File: config.mk
export PLATFORM = sky130hd
export DESIGN_NAME = gray_conv_arbiter
export DESIGN_NICKNAME = d
export VERILOG_FILES = /design/src/rtl/gray_arb_pkg.sv /design/src/rtl/gray_to_bin_core.sv /design/src/rtl/gray_conv_arbiter.sv
export SDC_FILE = /design/constraint.sdc
export NUM_CORES = 1
export LEC_CHECK = 0
export ABC_AREA = 1
export BUFFER_PORTS_ARGS = -buffer_cell sky130_fd_sc_hd__clkbuf_2
export CAP_MARGIN = 20
export CELL_PAD_IN_SITES_DETAIL_PLACEMENT = 1
export CELL_PAD_IN_SITES_GLOBAL_PLACEMENT = 2
export CORE_AREA = 5 5 75 77
export CTS_CLUSTER_SIZE = 14
export DETAILED_ROUTE_END_ITERATION = 12
export DIE_AREA = 0 0 80 82
export GPL_TIMING_DRIVEN = 0
export PLACE_DENSITY_LB_ADDON = 0.1
export SLEW_MARGIN = 20
export SYNTH_ARGS = -nofsm -noshare
export SYNTH_HDL_FRONTEND = slang
export SYNTH_SLANG_ARGS = --single-unit
File: constraint.sdc
create_clock -name clk -period 2.5 [get_ports clk]
set_input_delay 0.625 -clock clk [delete_from_list [all_inputs] [get_ports clk]]
set_output_delay 0.625 -clock clk [all_outputs]
set_load 0.01 [all_outputs]
File: src/rtl/gray_arb_pkg.sv
// Shared types and helpers for the Gray-to-binary conversion arbiter.
// Holds the FSM state encoding, default sizes and the rotating first-one search.
package gray_arb_pkg;

    localparam int DEF_WIDTH   = 4;
    localparam int DEF_NUM_REQ = 4;
    localparam int MAX_REQ     = 8;

    typedef enum logic {
        ST_IDLE = 1'b0,
        ST_FULL = 1'b1
    } state_t;

    // First set bit of valid, searching upward from ptr and wrapping at n.
    function automatic int rr_first(
        input logic [MAX_REQ-1:0] valid,
        input int                 ptr,
        input int                 n
    );
        int         idx;
        int         c;
        logic [2:0] cidx;
        logic       hit;
        idx = 0;
        hit = 1'b0;
        for (int k = 0; k < MAX_REQ; k++) begin
            c = ptr + k;
            if (c >= n) c = c - n;
            cidx = 3'(c);
            if (k < n && !hit && valid[cidx]) begin
                idx = c;
                hit = 1'b1;
            end
        end
        return idx;
    endfunction

endpackage

File: src/rtl/gray_to_bin_core.sv
// Pure combinational Gray-to-binary conversion.
// Each binary bit is the XOR of all Gray bits at or above it.
module gray_to_bin_core #(
    parameter int WIDTH = 4
) (
    input  logic [WIDTH-1:0] gray,
    output logic [WIDTH-1:0] bin
);

    for (genvar i = 0; i < WIDTH; i++) begin : g_bit
        assign bin[i] = ^gray[WIDTH-1:i];
    end

endmodule

File: src/rtl/gray_conv_arbiter.sv
// Round-robin shared Gray-to-binary converter with a one-entry output stage.
// Define GRAY_ARB_FIXED_PRIO_EN for fixed lowest-index-wins priority.
module gray_conv_arbiter
    import gray_arb_pkg::*;
#(
    parameter int WIDTH   = DEF_WIDTH,
    parameter int NUM_REQ = DEF_NUM_REQ,
    parameter int ID_W    = $clog2(NUM_REQ)
) (
    input  logic                     clk,
    input  logic                     rst_n,
    input  logic [NUM_REQ-1:0]       req_valid,
    input  logic [NUM_REQ*WIDTH-1:0] req_gray,
    output logic [NUM_REQ-1:0]       req_ready,
    output logic                     out_valid,
    output logic [WIDTH-1:0]         out_bin,
    output logic [ID_W-1:0]          out_id,
    input  logic                     out_ready
);

    state_t               state;
    state_t               state_nxt;
    logic [ID_W-1:0]      rr_ptr;
    logic [ID_W-1:0]      grant_id;
    logic [MAX_REQ-1:0]   valid_ext;
    logic                 can_accept;
    logic                 grant_en;
    logic                 fire;
    logic [WIDTH-1:0]     sel_gray;
    logic [WIDTH-1:0]     sel_bin;

    always_comb begin
        valid_ext = '0;
        valid_ext[NUM_REQ-1:0] = req_valid;
    end

    assign can_accept = (state == ST_IDLE) || out_ready;
    assign grant_en   = rst_n && can_accept && (|req_valid);
    assign grant_id   = ID_W'(rr_first(valid_ext, int'(rr_ptr), NUM_REQ));
    assign req_ready  = grant_en ? (NUM_REQ'(1) << grant_id) : '0;
    assign fire       = grant_en;

    assign sel_gray = req_gray[int'(grant_id)*WIDTH +: WIDTH];

    gray_to_bin_core #(
        .WIDTH (WIDTH)
    ) u_core (
        .gray (sel_gray),
        .bin  (sel_bin)
    );

    always_comb begin
        state_nxt = state;
        unique case (state)
            ST_IDLE: if (fire) state_nxt = ST_FULL;
            ST_FULL: begin
                if (fire)           state_nxt = ST_FULL;
                else if (out_ready) state_nxt = ST_IDLE;
            end
            default: state_nxt = ST_IDLE;
        endcase
    end

    always_ff @(posedge clk or negedge rst_n) begin
        if (!rst_n) begin
            state   <= ST_IDLE;
            out_bin <= '0;
            out_id  <= '0;
        end else begin
            state <= state_nxt;
            if (fire) begin
                out_bin <= sel_bin;
                out_id  <= grant_id;
            end
        end
    end

    assign out_valid = (state == ST_FULL);

`ifdef GRAY_ARB_FIXED_PRIO_EN
    assign rr_ptr = '0;
`else
    // Pointer moves just past the winner so it drops to lowest priority.
    always_ff @(posedge clk or negedge rst_n) begin
        if (!rst_n) begin
            rr_ptr <= '0;
        end else if (fire) begin
            if (grant_id == ID_W'(NUM_REQ - 1)) rr_ptr <= '0;
            else                                 rr_ptr <= grant_id + 1'b1;
        end
    end
`endif

endmodule

==> Word level (Yosys, flattened, before mapping) <==
Cells that the tools add are included.
{ "word_totals": {"regBits": 9, "output_inout_bits": 11, "elab_cells": 62} }
{ "op_classes": {"addsub": 8, "magnitude_cmp": 8, "eq_ne": 1, "n_shift": 2, "mux": 25, "bitwise_logic": 1, "n_reduce_logical": 13} }
{ "op_table": {"columns": ["op", "count"], "rows": [
  ["$lt A3 B4 Y1 const B", 4],
  ["$shiftx A16 B5 Y4", 1],
  ["$bmux W1 S3", 4],
  ["$mux W3", 4],
  ["$mux W1", 10],
  ["$mux W2", 5],
  ["$ge A3 B3 Y1 const B", 3],
  ["$sub A3 B3 Y3 const B", 3],
  ["$add A2 B2 Y3 const B", 2],
  ["$logic_and A1 B1 Y1", 5],
  ["$mux W4", 1],
  ["$reduce_or A4 Y1", 1],
  ["$reduce_xor A4 Y1", 1],
  ["$shl A1 B2 Y4 const A", 1],
  ["$add A2 B1 Y3 const B", 1],
  ["$ge A2 B3 Y1 const B", 1],
  ["$logic_not A1 Y1", 3],
  ["$reduce_xor A3 Y1", 1],
  ["$sub A2 B3 Y3 const B", 1],
  ["$add A2 B1 Y2 const B", 1],
  ["$eq A2 B2 Y1 const B", 1],
  ["$pmux W1 S2", 1],
  ["$reduce_xor A2 Y1", 1],
  ["$logic_or A1 B1 Y1", 1],
  ["$not A1 Y1", 1]
]} }

==> Depth between registers and ports, before layout <==
{ "depth": {"word_depth": 16, "ltp_mapped": 23} }

==> Hierarchy <==
Synthesis repeated with hierarchy kept, for this count alone.
{ "unflattened": {"hier_cells": 151, "hier_area_um2": 972.2} }
{ "by_module_without_submodules": {"columns": ["mod", "instances", "cells_each", "area_each_um2"], "rows": [
  ["gray_conv_arbiter", 1, 130, 882.1],
  ["gray_to_bin_core", 1, 21, 90.1]
]} }

==> Worst setup path before layout <==
No wires, ideal clock.
{ "synth_path": {"path_type": "input to output", "from": "in req_valid[2]", "to": "out req_ready[0]", "t_arrival_ns": 1.861, "required_ns": 1.875, "setup_slack_ns": 0.014, "path_stages": 13, "path_buffers": 1, "path_cell_list": "inv_1 > nand2_4 > nand3_2 > nand2_4 > nor2_8 > nand3_1 > nand2_1 > nand2_2 > nand2_2 > buf_6 > ha_1 > inv_1 > nor2_1"} }
{ "synth_via": {"elab_chain_cells": 14, "word_cells_on_any_way": 25, "classes_between": "shift: 1; mux: 16; reduce/logical: 8"} }
{ "synth_rtl": {"columns": ["item", "line", "source"], "rows": [
  ["start: declaration", "gray_conv_arbiter.sv:12", "input logic [NUM_REQ-1:0] req_valid,"],
  ["$bmux W1 S3", "gray_arb_pkg.sv:30", "if (k < n && !hit && valid[cidx]) begin"],
  ["$mux W1 (implied by the code)", "gray_arb_pkg.sv:30", null],
  ["$mux W1", "gray_arb_pkg.sv:30", null],
  ["$logic_not A1 Y1", "gray_arb_pkg.sv:30", null],
  ["$logic_and A1 B1 Y1", "gray_arb_pkg.sv:30", null],
  ["$mux W1", "gray_arb_pkg.sv:30", null],
  ["$logic_not A1 Y1", "gray_arb_pkg.sv:30", null],
  ["$logic_and A1 B1 Y1", "gray_arb_pkg.sv:30", null],
  ["$mux W1", "gray_arb_pkg.sv:30", null],
  ["$logic_not A1 Y1", "gray_arb_pkg.sv:30", null],
  ["$logic_and A1 B1 Y1", "gray_arb_pkg.sv:30", null],
  ["$mux W2", "gray_arb_pkg.sv:30", null],
  ["$shl A1 B2 Y4", "gray_conv_arbiter.sv:40", "assign req_ready = grant_en ? (NUM_REQ'(1) << grant_id) : '0;"],
  ["$mux W4 *", "gray_conv_arbiter.sv:40", null],
  ["end: declaration", "gray_conv_arbiter.sv:14", "output logic [NUM_REQ-1:0] req_ready,"]
]} }
Every way passes the cells marked *; elsewhere a longest branch is shown, timed or not. The select of a mux whose other input is x is not followed.

==> Worst setup path after layout <==
{ "layout_path": {"from": "reg rr_ptr[0]", "to": "out req_ready[1]"} }
{ "layout_via": {"elab_chain_cells": 16, "word_cells_on_any_way": 38, "classes_between": "add/sub: 7; order compare: 4; shift: 1; mux: 20; reduce/logical: 6"} }
{ "layout_rtl": {"columns": ["item", "line", "source"], "rows": [
  ["start: declaration", "gray_conv_arbiter.sv:23", "logic [ID_W-1:0] rr_ptr;"],
  ["start signal: assignment", "gray_conv_arbiter.sv:89", "else rr_ptr <= grant_id + 1'b1;"],
  ["parallel branches: the longest is 13 deep, another holds $add A2 B1 Y3", null, null],
  ["$mux W2 *", "gray_arb_pkg.sv:30", null],
  ["$shl A1 B2 Y4 *", "gray_conv_arbiter.sv:40", null],
  ["$mux W4 *", "gray_conv_arbiter.sv:40", null]
]} }
Mark *: on every way between the ends. The select of a mux whose other input is x is not followed.

==> out/qor.csv <==
stage,metric,value,unit
route,initialDrtViolationCount,20,
placed_design,gp_congestion,0.7150,
final_layout,area_delta_synth_final,55.24,%
placed_design,portBuffers,33,
worst_setup_path,critPathMaxFanout,8,
synth,synth_nets,215,
worst_setup_path,timing.critical_path.cells,"buf_6, inv_4, buf_12, nand2_4, nand3_4, nand2_4, nor2_8, buf_6, nand3_2, nand2_2, nand2_4, buf_6, ha_4, inv_2, nor2_2, buf_2",
worst_setup_path,crit_path_start,rr_ptr[0],
synth,synth.distinct_cells,24,
clocking,ctsHoldBuffers,0,
floorplan,placement_rows,26,
sta,finalCritPeriodShare,111.1,%
sta,hold_viol_final,0,
grt,grt_start_max_net_pins,12,
worst_setup_path,worstPathRequired,1.88,ns
clocking,clk_latency,0.23,ns
grt,grt_usage,11.64,%
clocking,numCtsBuffers,3,
sta,rsz0062_at_grt,yes,
sta,tns,-1.033,ns
route,viasPerCell,4.266,
clocking,root_buffer,clkbuf_8,
synth,synth_warnings,0,
job,drv_cap,0,
final_layout,layoutNonFillerInstCount,319,
clocking,cts.clk_slew.worst_paths,0.05,ns
synth,yosysTopAreaCellShare,25.08,%
route,wl,3776,microns
sta,final.setup.worst_slack,-0.2776,ns
clocking,cts.sinks,9,
floorplan,io_pins,34,
sta,slew_violations,0,
sta,period_minus_slack,2.778,ns
worst_setup_path,max_stage_delay,0.37,ns
worst_setup_path,slowest_stage,dfrtp_1,
sta,max_freq,0.3600,GHz
worst_setup_path,critical_path_class,reg -> out,
grt,grt_pass1_vias,1406,
route,drt-wirelength-per-cell,11.84,microns
synth,synthTopCellsByArea,"nand2_1 (25%), dfrtp_1 (19%), nand2_4 (8.6%)",
worst_setup_path,cp_data_arrival_time,2.15,ns
worst_setup_path,timing.rr.start,rr_ptr[0],
synth,yosysSeqAreaShare,19.05,%
route,via_count,1361,
sta,worst_pin_slew,0.4756,ns
synth,synth.ff_latch_count,9,
clocking,clockBufferDepth,2,
floorplan,die-area,6560,sq um
final_layout,fin_nets,277,
worst_hold_path,hold_path.class,in -> async,
floorplan,die_y,82,microns
route,dr.pass1.iters,4,
placed_design,dp.cells,291,
synth,yosysTopAreaCell,nand2_1,
worst_setup_path,end_kind,primary output,
sta,maxSlewHeadroom,68.15,%
placed_design,dpl.hpwl,2710,microns
floorplan,fp.coreArea,4945,sq um
grt,gr-total-overflow,0,
clocking,cts.htree.levels,1,
sta,worst_clock_skew,0.0004769,ns
route,route.detailed.drc,0,
synth,avgSynthCellArea,6.289,sq um
floorplan,initial_core_util,23.91,%
sta,setup_viol,4,
floorplan,die-width,80,microns
grt,grt_pass1_wl,6141,microns
outcome,failed_checks,negative setup slack,
synth,syn_inst,188,
grt,antenna_found_initial,0,
clocking,cts_tree,built,
route,ant_nets,0,
worst_setup_path,start_kind,register,
synth,synth_area,1182,sq um
final_layout,utilization,37.12,%
placed_design,pre_cts_slack,-0.3483,ns
outcome,status,"complete, but fails checks",
final_layout,n_antenna_cell,0,
final_layout,drive_above_1_share,50.60,%
## synthesized netlist by cell type (all sizes together)
cell,number
buf,4
clkbuf,1
dfrtp,9
ha,4
inv,25
nand2,100
nand3,19
nand3b,1
nand4,3
nor2,9
o211ai,1
o21ai,11
or2,1
## metal layers
metal	global-route usage, %	wire length, microns
met5	0	0
met4	3.547	39
met1	14.24	1607
met3	1.974	170
met2	20.78	1958
## worst paths after layout
kind,to,slack [ns],cells past startpoint
min,rr_ptr[0],0.25,1
max,req_ready[1],-0.28,16
max in group asynchronous,rr_ptr[1],2.04,1
min in group clk,out_id[1],0.49,2
min reg2reg,out_id[1],0.49,2
max reg2reg,out_bin[0],0.04,22
## critical path, delay by kind of cell, from the launching register on
family	cells	cell delay (ns)
fa+ha+maj	1	0.15
buf+inv	7	0.77
flops	1	0.37
simple gates	8	0.63
## what timing repair did
action,CTS,global route
pin swaps,23,16
endpoints found under the setup margin,4,6
buffers inserted,14,10
gates resized for setup,22,29
## logic make-up (layout without fill, tap and decap cells)
logic type / count (synthesis) / count (layout) / share of synthesized area, %
AND/OR/NAND/NOR: 133 / 133 / 57.14
flip-flops: 9 / 9 / 19.05
AO/OA/AOI/OAI: 12 / 12 / 6.243
buffers and inverters: 30 / 91 / 13.33
adder cells (fa/ha/maj): 4 / 4 / 4.233
## registers in the layout (all words and copies together) (netlist names)
signal,cells
out_bin,4
out_id,2
out_valid,1
rr_ptr,2
## cell usage in the layout, fill, tap and decap left out, drive strengths merged
cell type,count
nand2,100
dfrtp,9
nand3,19
ha,4
nor2,9
nand4,3
clkbuf,35
nand3b,1
inv,25
o211ai,1
o21ai,11
or2,1
buf,31
## through the flow
step           area (sq um)  hold WS (ns)
2_1_floorplan          1182        0.3294
3_3_place_gp           1435        0.4682
3_5_place_dp           1435        0.4856
4_1_cts                1664        0.2515
5_1_grt                1836        0.2674
6_report               1836        0.2459
## final cells by class
type                    instances  area (sq um)
flip-flops and latches          9         226.5
multi-input cells             149         949.7
repair buffers                 57         356.6
plain buffers                   5         61.31
inverters                      25         108.9
well taps                      70         87.58
fillers                       656          3109
clock buffers                   4         45.04
Power is left out: the tool's default activity adds up to more than one toggle a clock period on the data nets, which glitch-free logic cannot reach.
